--- src/rtl/audio_pkg.sv ---
// Shared types and frame geometry for the I2S output stage.
package audio_pkg;

    typedef enum logic [1:0] {
        HALTED = 2'd0,
        PRIME  = 2'd1,
        STREAM = 2'd2
    } state_t;

    localparam int FRAME_BITS = 64;
    localparam int SLOT_BITS  = 32;

    typedef logic signed [31:0] sample_t;

endpackage

--- src/rtl/audio_i2s_out_sample_fifo.sv ---
// Sample FIFO between the synthesizer core and the I2S serializer.
// Writes are visible from the next cycle; there is no read bypass when empty.
module sample_fifo #(
    parameter int DEPTH = 16,
    parameter int WIDTH = 32,
    localparam int AW   = $clog2(DEPTH)
) (
    input  logic             clk,
    input  logic             rst,
    input  logic             push,
    input  logic             pop,
    input  logic [WIDTH-1:0] wdata,
    output logic [WIDTH-1:0] rdata,
    output logic             full,
    output logic             empty,
    output logic [AW:0]      count,
    output logic             overflow
);

    logic [WIDTH-1:0] mem [DEPTH];
    logic [AW-1:0]    wr_ptr;
    logic [AW-1:0]    rd_ptr;
    logic             do_push;
    logic             do_pop;

    assign full     = (count == (AW+1)'(DEPTH));
    assign empty    = (count == '0);
    assign do_push  = push && !full;
    assign do_pop   = pop && !empty;
    assign overflow = push && full;
    assign rdata    = mem[rd_ptr];

    always_ff @(posedge clk) begin
        if (do_push) mem[wr_ptr] <= wdata;
    end

    always_ff @(posedge clk or posedge rst) begin
        if (rst) begin
            wr_ptr <= '0;
            rd_ptr <= '0;
            count  <= '0;
        end else begin
            if (do_push) wr_ptr <= wr_ptr + 1'b1;
            if (do_pop)  rd_ptr <= rd_ptr + 1'b1;
            case ({do_push, do_pop})
                2'b10:   count <= count + 1'b1;
                2'b01:   count <= count - 1'b1;
                default: ;
            endcase
        end
    end

endmodule

--- src/rtl/audio_i2s_out.sv ---
// I2S DAC output stage: sample FIFO, BCLK/LRCK generation and a serializer
// that sends each mono sample on both channels, MSB first, one BCLK after LRCK.
module audio_i2s_out
    import audio_pkg::*;
#(
    parameter int DEPTH       = 16,
    parameter int PRIME_LEVEL = 8,
    parameter int BCLK_HALF   = 8
) (
    input  logic                     CLK,
    input  logic                     RESET,
    input  logic                     RUN,
    input  logic                     LD_FIFO,
    input  logic [31:0]              TONE,
    input  logic                     CLR_FLAGS,
    output logic                     FIFO_FULL,
    output logic [$clog2(DEPTH):0]   FIFO_LEVEL,
    output logic                     AUD_BCLK,
    output logic                     AUD_DACLRCK,
    output logic                     AUD_DACDAT,
    output logic                     UNDERRUN,
    output logic                     OVERFLOW,
    output state_t                   dbg_state
);

    localparam int DW = (BCLK_HALF > 1) ? $clog2(BCLK_HALF) : 1;
    localparam int BW = $clog2(FRAME_BITS);
    localparam int LW = $clog2(DEPTH) + 1;

    state_t          state;
    logic [DW-1:0]   div_cnt;
    logic [BW-1:0]   bit_cnt;
    logic [BW-1:0]   next_bit;
    sample_t         sample;
    logic [31:0]     shift;
    logic [31:0]     fifo_rdata;
    logic            fifo_empty;
    logic            fifo_ovf;
    logic            fall;
    logic            wrap;
    logic            pop;

    assign dbg_state = state;
    assign next_bit  = bit_cnt + 1'b1;
    assign fall      = (state == STREAM) && (div_cnt == DW'(BCLK_HALF - 1)) && AUD_BCLK;
    assign wrap      = fall && (next_bit == '0);
    // A frame ending with RUN low halts instead of popping.
    assign pop       = wrap && RUN;

    sample_fifo #(
        .DEPTH (DEPTH),
        .WIDTH (32)
    ) u_fifo (
        .clk      (CLK),
        .rst      (RESET),
        .push     (LD_FIFO),
        .pop      (pop),
        .wdata    (TONE),
        .rdata    (fifo_rdata),
        .full     (FIFO_FULL),
        .empty    (fifo_empty),
        .count    (FIFO_LEVEL),
        .overflow (fifo_ovf)
    );

    always_ff @(posedge CLK or posedge RESET) begin
        if (RESET) begin
            state       <= HALTED;
            div_cnt     <= '0;
            bit_cnt     <= '0;
            sample      <= '0;
            shift       <= '0;
            AUD_BCLK    <= 1'b0;
            AUD_DACLRCK <= 1'b0;
            AUD_DACDAT  <= 1'b0;
            UNDERRUN    <= 1'b0;
            OVERFLOW    <= 1'b0;
        end else begin
            if (fifo_ovf)                OVERFLOW <= 1'b1;
            else if (CLR_FLAGS)          OVERFLOW <= 1'b0;
            if (pop && fifo_empty)       UNDERRUN <= 1'b1;
            else if (CLR_FLAGS)          UNDERRUN <= 1'b0;

            case (state)
                HALTED: begin
                    if (RUN) state <= PRIME;
                end
                PRIME: begin
                    if (!RUN) begin
                        state <= HALTED;
                    end else if (FIFO_LEVEL >= LW'(PRIME_LEVEL)) begin
                        // bit_cnt parks at the last position so the first fall pops.
                        state       <= STREAM;
                        div_cnt     <= '0;
                        bit_cnt     <= BW'(FRAME_BITS - 1);
                        sample      <= '0;
                        shift       <= '0;
                        AUD_BCLK    <= 1'b0;
                        AUD_DACLRCK <= 1'b0;
                        AUD_DACDAT  <= 1'b0;
                    end
                end
                STREAM: begin
                    if (div_cnt == DW'(BCLK_HALF - 1)) begin
                        div_cnt  <= '0;
                        AUD_BCLK <= !AUD_BCLK;
                        if (AUD_BCLK) begin
                            if (wrap && !RUN) begin
                                state       <= HALTED;
                                bit_cnt     <= '0;
                                AUD_BCLK    <= 1'b0;
                                AUD_DACLRCK <= 1'b0;
                                AUD_DACDAT  <= 1'b0;
                            end else begin
                                bit_cnt     <= next_bit;
                                AUD_DACLRCK <= next_bit[BW-1];
                                // Slot MSB goes out on the first BCLK after the LRCK change.
                                if (next_bit == BW'(1) || next_bit == BW'(SLOT_BITS + 1)) begin
                                    AUD_DACDAT <= sample[31];
                                    shift      <= {sample[30:0], 1'b0};
                                end else begin
                                    AUD_DACDAT <= shift[31];
                                    shift      <= {shift[30:0], 1'b0};
                                end
                                if (wrap) sample <= fifo_empty ? '0 : sample_t'(fifo_rdata);
                            end
                        end
                    end else begin
                        div_cnt <= div_cnt + 1'b1;
                    end
                end
                default: state <= HALTED;
            endcase
        end
    end

endmodule
--- config.mk ---
export PLATFORM = sky130hd
export DESIGN_NAME = audio_i2s_out
export DESIGN_NICKNAME = d
export VERILOG_FILES = /design/src/rtl/audio_pkg.sv /design/src/rtl/audio_i2s_out_sample_fifo.sv /design/src/rtl/audio_i2s_out.sv
export SDC_FILE = /design/constraint.sdc
export NUM_CORES = 1
export LEC_CHECK = 0
export CORE_MARGIN = 8
export CORE_UTILIZATION = 45
export DETAILED_ROUTE_END_ITERATION = 8
export PLACE_DENSITY = 0.57
export SYNTH_ARGS = -nofsm -noshare
export SYNTH_HDL_FRONTEND = slang
export SYNTH_SLANG_ARGS = --single-unit
export TNS_END_PERCENT = 5
--- constraint.sdc ---
create_clock -name CLK -period 12.7 [get_ports CLK]
set_clock_uncertainty 0.15 [all_clocks]
set_input_delay 1.27 -clock CLK [delete_from_list [all_inputs] [get_ports CLK]]
set_output_delay 1.27 -clock CLK [all_outputs]
set_load 0.01 [all_outputs]
==> results of run 1 <==
## stage by stage
stage	power, mW	instance area [um2]	setup WS (ns)
after floorplan	2.85	23700	8.07
after global placement	3.12	25000	8.50
after detailed placement	3.12	25000	8.44
after CTS	4.80	26900	8.65
after global routing	4.93	26900	8.40
final	4.75	26900	8.76
## per-layer routing
metal / share of wire, % / wire (um) / track usage, %
met4: 1.7 / 895 / 3.89
met1: 47 / 25100 / 26.8
met3: 6.5 / 3470 / 3.92
met2: 45 / 23900 / 26.2
met5: 0 / 0 / 0
## power groups by stage
stage               clock, mW  combinational, mW  sequential [mW]
CTS                      1.71              0.551             2.53
floorplan                   0              0.345             2.51
finish                   1.68              0.540             2.53
detailed placement          0              0.550             2.57
global placement            0              0.547             2.57
global route             1.79              0.590             2.56
## Yosys cell counts, types with 2 or more instances
cell type	instances
o21a_1	2
mux4_2	128
a21oi_2	2
mux2i_1	95
xnor2_1	6
ha_1	13
nand2_1	22
o21ai_1	2
edfxtp_1	512
buf_6	9
a22oi_1	3
inv_1	14
mux2_2	34
nor3_1	7
o22ai_1	32
dfrtp_1	92
nand3_1	10
nand2b_1	5
xor2_1	7
buf_1	6
a21o_1	3
nor2_1	18
buf_2	30
a22o_1	3
o2bb2ai_1	30
a21oi_1	8
nor4_1	2
clkbuf_1	19
nor2b_1	2
nand4_1	4
o21ai_0	8
## worst max-delay path, delay by kind of cell, from the launching register on
kind,cells,cell delay (ns)
simple gates,4,1.58
fa+ha+maj,3,0.91
compound gates,3,0.52
flops,1,0.45
xor+xnor,2,0.27
## cells by family (layout without fill, tap and decap cells)
kind of cell | Yosys count | after routing | share of synthesized area, %
AND/OR/NAND/NOR | 79 | 79 | 1.64
adder cells (fa/ha/maj) | 13 | 13 | 0.686
buffers and inverters | 79 | 199 | 1.71
AO/OA/AOI/OAI | 102 | 102 | 3.14
flip-flops | 604 | 604 | 74.6
multiplexers | 257 | 257 | 17.8
XOR/XNOR | 13 | 13 | 0.480
## sequential cells by signal, summed over array words and instances (netlist names)
register and count:
u_fifo.mem 512, sample 32, AUD_BCLK 1, UNDERRUN 1, bit_cnt 6, shift 31, u_fifo.rd_ptr 4, div_cnt 3
AUD_DACLRCK 1, OVERFLOW 1, u_fifo.wr_ptr 4, dbg_state 2, u_fifo.count 5, AUD_DACDAT 1
## how the worst max path moves through the flow
stage                     start  cells after the start                to  slack, ns
5_1_grt              bit_cnt[0]                     12   u_fifo.count[4]       8.40
4_1_cts        u_fifo.rd_ptr[0]                      6        sample[20]       8.65
3_5_place_dp                RUN                     13   u_fifo.count[4]       8.44
3_3_place_gp                RUN                     13   u_fifo.count[4]       8.50
2_1_floorplan           LD_FIFO                      4  u_fifo.mem[3][0]       8.07
6_report             bit_cnt[0]                     12   u_fifo.count[4]       8.76
## layout make-up
type                    count  area, um2  area share [%]
multi-input cells         464       5750            21.4
clock buffers             103       1740            6.49
flip-flops and latches    604      17700            65.9
inverters                  14       55.1           0.205
well taps                 688        861            3.21
repair buffers             70        648            2.41
clock inverters            12        109           0.405
## cells in the final DEF (no fill, tap or decap), types with 13 or more instances in the layout
cell             netlist  final
buf_4                  1     21
clkbuf_1              19     36
clkbuf_16              0     61
clkdlybuf4s50_1        0     49
dfrtp_1               92     89
edfxtp_1             512    512
ha_1                  13     13
inv_1                 14     13
mux2_2                34     34
mux2i_1               95     95
mux4_2               128    128
nand2_1               22     22
o22ai_1               32     32
o2bb2ai_1             30     30
==> results_dict.tcl, run 1 <==
set metrics [dict create \
    max-slew-margin-rel_pct 17.2 \
    final_nets 1265 \
    fin_util_pct 51.3 \
    status "finished clean" \
    fin_hold_ws_ns 0.339 \
    arrival_ns 4.34 \
    finalNonFillerCells 1955 \
    clockBufferDepth 3 \
    fp.coreArea_um2 52300 \
    yosysSeqAreaShare_pct 74.6 \
    final_max_slew_viol_count 0 \
    synth_edf_count 512 \
    grt-ovfl-total 0 \
    p_per_area_nw_per_um2 177 \
    p_seq_share_pct 53.4 \
    tightest_slew_ns 1.24 \
    rsz0062_at_grt "no" \
    synth_flop_cell "edfxtp_1" \
    cts_buffers 61 \
    synth_fp_nets 1197 \
    cts.sinks 604 \
    clk_pin_slew_ns 0.06 \
    synth_area_um2 23700 \
    area_growth_pct 13.3 \
    cp_cell_sequence "ha_1 -> nor4_1 -> o2111ai_2 -> nor2_1 -> ha_1 -> xor2_1 -> ha_1 -> nand2b_1 -> nor4_1 -> a21oi_1 -> a21oi_1 -> xor2_1" \
    yosys_register_bits 604 \
    clockPowerShare_pct 35.3 \
    die_h_um 246 \
    min_period_ns 3.94 \
    synth_top_cell_area_share_pct 64.8 \
    drt_wl_total_um 53300 \
    rows 84 \
    die_w_um 246 \
    internal-power_mw 3.55 \
    ys_types 50 \
    synth_top_cell_by_area "edfxtp_1" \
    cts_root_buf "clkbuf_16" \
    pin_count 50 \
    holdPathEnd "shift[8]" \
    clk_latency_ns 0.63 \
    tritoncts "yes" \
    reg2reg_depth 12 \
    max_freq_mhz 254 \
    gp_congestion 0.765 \
    cts_resized 0 \
    finalSetupViolations 0 \
    syn_inst 1147 \
    ys_async_sr_fraction_pct 15.2 \
    synth_warnings 0 \
    worstPathRequired_ns 13.09 \
    crit_path_end_kind "register" \
    firstDrtPassIters 5 \
    cts_setup_buffers 0 \
    reg2reg_to "u_fifo.count[4]" \
    vias 11400 \
    worst-path-max-fanout 8 \
    placed_cells 1840 \
    critPathLaunchType "register" \
    grt_max_degree 67 \
    avgSynthCellArea_um2 20.7 \
    fin_tns_setup_ns 0 \
    dp_hpwl_um 30900 \
    period_share_pct 31.0 \
    peakVddDrop_uv 105 \
    cap_violations 0 \
    p_comb_share_pct 11.4 \
    start_util_pct 45.3 \
    drc 0 \
    power.leakage_nw 8.80 \
    grt_usage_pct 17.7 \
    swShare_pct 25.2 \
    min_path_type "register to register" \
    r2r_slack_ns 8.76 \
    h-tree-depth 2 \
    via_per_inst 5.81 \
    antenna_cells 0 \
    grt_pass1_wl_um 79100 \
    worstHoldStart "shift[8]" \
    ctsHoldBuffers 0 \
    holdPathStages 1 \
    die_area_um2 60300 \
    numPortBuffers 49 \
    synthTopCellsByArea "edfxtp_1 65%, mux4_2 12%, dfrtp_1 9.7%" \
    drtIter0Drc 985 \
    path_class "register to register" \
    grt_pass1_vias 11600 \
    path_common_cell "ha_1" \
    finalHoldViolCount 0 \
    p_sw_mw 1.20 \
    worst_path_max_delay_cell "nor4_1" \
    ant_nets 0 \
    antenna_found_initial 1 \
    nFillCells 4176 \
    routedWlPerCell_um 27.3 \
    drive_gt1_share_pct 22.8 \
    slowest_delay_ns 0.83 \
    r2r-start "bit_cnt[0]" \
]
(Power assumes the default switching activity.)
==> run 2: changes to the inputs <==
--- a/config.mk
+++ b/config.mk
@@ -8,7 +8,7 @@
 export CORE_MARGIN = 8
 export CORE_UTILIZATION = 45
 export DETAILED_ROUTE_END_ITERATION = 8
-export PLACE_DENSITY = 0.57
+export PLACE_DENSITY = 0.59
 export SYNTH_ARGS = -nofsm -noshare
 export SYNTH_HDL_FRONTEND = slang
 export SYNTH_SLANG_ARGS = --single-unit
==> constraint.sdc (replaced) <==
create_clock -name CLK -period 3.23 [get_ports CLK]
set_clock_uncertainty 0.15 [all_clocks]
set_input_delay 0.323 -clock CLK [delete_from_list [all_inputs] [get_ports CLK]]
set_output_delay 0.323 -clock CLK [all_outputs]
set_load 0.01 [all_outputs]
==> run 2 against run 1 <==
  * Sequential share of layout area down 1.9 points
  * Design area grew 3.0%
  * Setup slack got worse by 8.5 ns
  * Routed wire length is 5.7% lower
  * Via count is essentially flat
  * Non-clock buffer count up 32
  * Hold slack got worse by 0.12 ns
  * Total power rose to 4.1 times the previous value
  * First-iteration DRC count down 9.3%
  * Largest cell class unchanged
==> results_dict.tcl, run 2 (same netlist as run 1, synthesis figures left out) <==
set metrics [dict create \
    status "finished clean" \
    die_h_um 246 \
    worst-path-max-fanout 7 \
    period_share_pct 91.9 \
    grt_pass1_wl_um 76200 \
    routedWlPerCell_um 25.3 \
    critPathLaunchType "register" \
    largest_register_ffs 512 \
    clockBufferDepth 3 \
    p_per_area_nw_per_um2 706 \
    min_path_type "primary input to register" \
    cts_root_buf "clkbuf_16" \
    drtIter0Drc 893 \
    ant_nets 0 \
    antenna_cells 0 \
    nFillCells 4133 \
    drt_wl_total_um 50300 \
    fin_util_pct 52.8 \
    clk_latency_ns 0.58 \
    h-tree-depth 3 \
    arrival_ns 3.31 \
    area_growth_pct 16.6 \
    max_freq_mhz 337 \
    cap_violations 0 \
    antenna_found_initial 1 \
    via_per_inst 5.70 \
    tightest_slew_ns 0.823 \
    finalSetupViolations 0 \
    grt_use_met2_pct 26.7 \
    cts_setup_buffers 0 \
    fp.coreArea_um2 52300 \
    grt-ovfl-total 0 \
    peakVddDrop_uv 340 \
    clk_pin_slew_ns 0.06 \
    tritoncts "yes" \
    start_util_pct 45.3 \
    grt_usage_pct 16.9 \
    layout_commonest_cell "edfxtp_1" \
    cts_buffers 66 \
    die_area_um2 60300 \
    pin_count 50 \
    rsz0062_at_grt "no" \
    cts.sinks 604 \
    path_class "register to register" \
    numPortBuffers 49 \
    grt_pass1_vias 12000 \
    drc 0 \
    final_max_slew_viol_count 0 \
    power_mw 19.5 \
    final_nets 1302 \
    rows 84 \
    gp_congestion 0.735 \
    firstDrtPassIters 5 \
    drive_gt1_share_pct 25.5 \
    use_met1_pct 23.9 \
    crit_path_end_kind "register" \
    vias 11400 \
    grtUsageMet3_pct 3.04 \
    max-slew-margin-rel_pct 44.9 \
    power.leakage_nw 9.19 \
    finalHoldViolCount 0 \
    die_w_um 246 \
    fin_hold_ws_ns 0.214 \
    grt_max_degree 66 \
    multi_input_area_um2 5760 \
    seq_area_um2 17700 \
    reg_top3 "u_fifo.mem (512), sample (32), shift (31)" \
    min_period_ns 2.97 \
    final_cell_mix "512 x edfxtp_1, 128 x mux4_2, 95 x mux2i_1" \
    largest-register "u_fifo.mem" \
    dp_hpwl_um 27600 \
    grt_busiest_layer "met2" \
    worstPathRequired_ns 3.57 \
]
-- run 2: cell types whose count changed in the layout (fill, tap and decap cells not counted), moves of 2 or more --
cell       change
inv_6          -2
clkbuf_16     +10
buf_12        +20
clkinv_2       +4
clkbuf_1      -19
bufinv_16      +5
clkbuf_8       -5
buf_4         +11
clkinv_1      +10
-- run 2: stage by stage --
step | area [um2] | setup WS, ns | setup TNS, ns | std cells
finish | 27600 | 0.263 | 0 | 1990
global placement | 25500 | 0.263 | 0 | 1871
detailed placement | 25500 | 0.207 | 0 | 1871
CTS | 27600 | 0.149 | 0 | 1990
floorplan | 23700 | -0.825 | -79.64 | 1147
global route | 27600 | 0.0160 | 0 | 1990
-- run 2: area by class of cell --
class                   instances  area share, %
flip-flops and latches        604           64.0
multi-input cells             464           20.8
clock buffers                  89           6.71
repair buffers                102           4.13
well taps                     688           3.11
clock inverters                29           1.04
inverters                      14          0.199
-- run 2: worst max-delay path, cell delays in order, from the launching register on --
cell and delay [ns]:
dfrtp_1 0.45, ha_1 0.28, nor4_2 0.37, o2111ai_2 0.16, nor2_1 0.19, ha_1 0.20
xor2_1 0.16, ha_1 0.23, a21o_1 0.13, nand2_1 0.05, a21o_1 0.16, a21oi_1 0.17
xor2_1 0.16
-- run 2: power breakdown --
part           switching, mW  internal [mW]  total [mW]  leakage (nW)
Combinational           1.37          0.884        2.26          2.30
Clock                   2.92           4.50        7.42          1.05
Sequential             0.418           9.43        9.85          5.84
Total                   4.71           14.8        19.5          9.19
-- run 2: routing by layer --
metal | vias to the layer above | share of wire (%)
li1 | 4919 | -
met1 | 6121 | 46
met2 | 235 | 47
met3 | 75 | 4.6
met4 | 2 | 2.1
met5 | - | 0.040
-- run 2: final timing paths --
| path | startpoint | endpoint | slack [ns] | depth (start not counted) |
|---|---|---|---|---|
| worst min-delay path | CLR_FLAGS | UNDERRUN | 0.21 | 4 |
| worst max-delay path | bit_cnt[0] | u_fifo.count[4] | 0.26 | 12 |
| worst max register to register | bit_cnt[0] | u_fifo.count[4] | 0.26 | 12 |
| min in group asynchronous | RESET | bit_cnt[2] | 0.50 | 3 |
| worst min register to register | UNDERRUN | UNDERRUN | 0.33 | 2 |
| max in group asynchronous | RESET | sample[5] | 1.72 | 4 |
-- run 2: repair_timing --
item,in CTS,in global routing
endpoints found under the setup margin,0,1
gates resized for setup,0,1
hold endpoints to repair,27,0
hold buffers,1,0
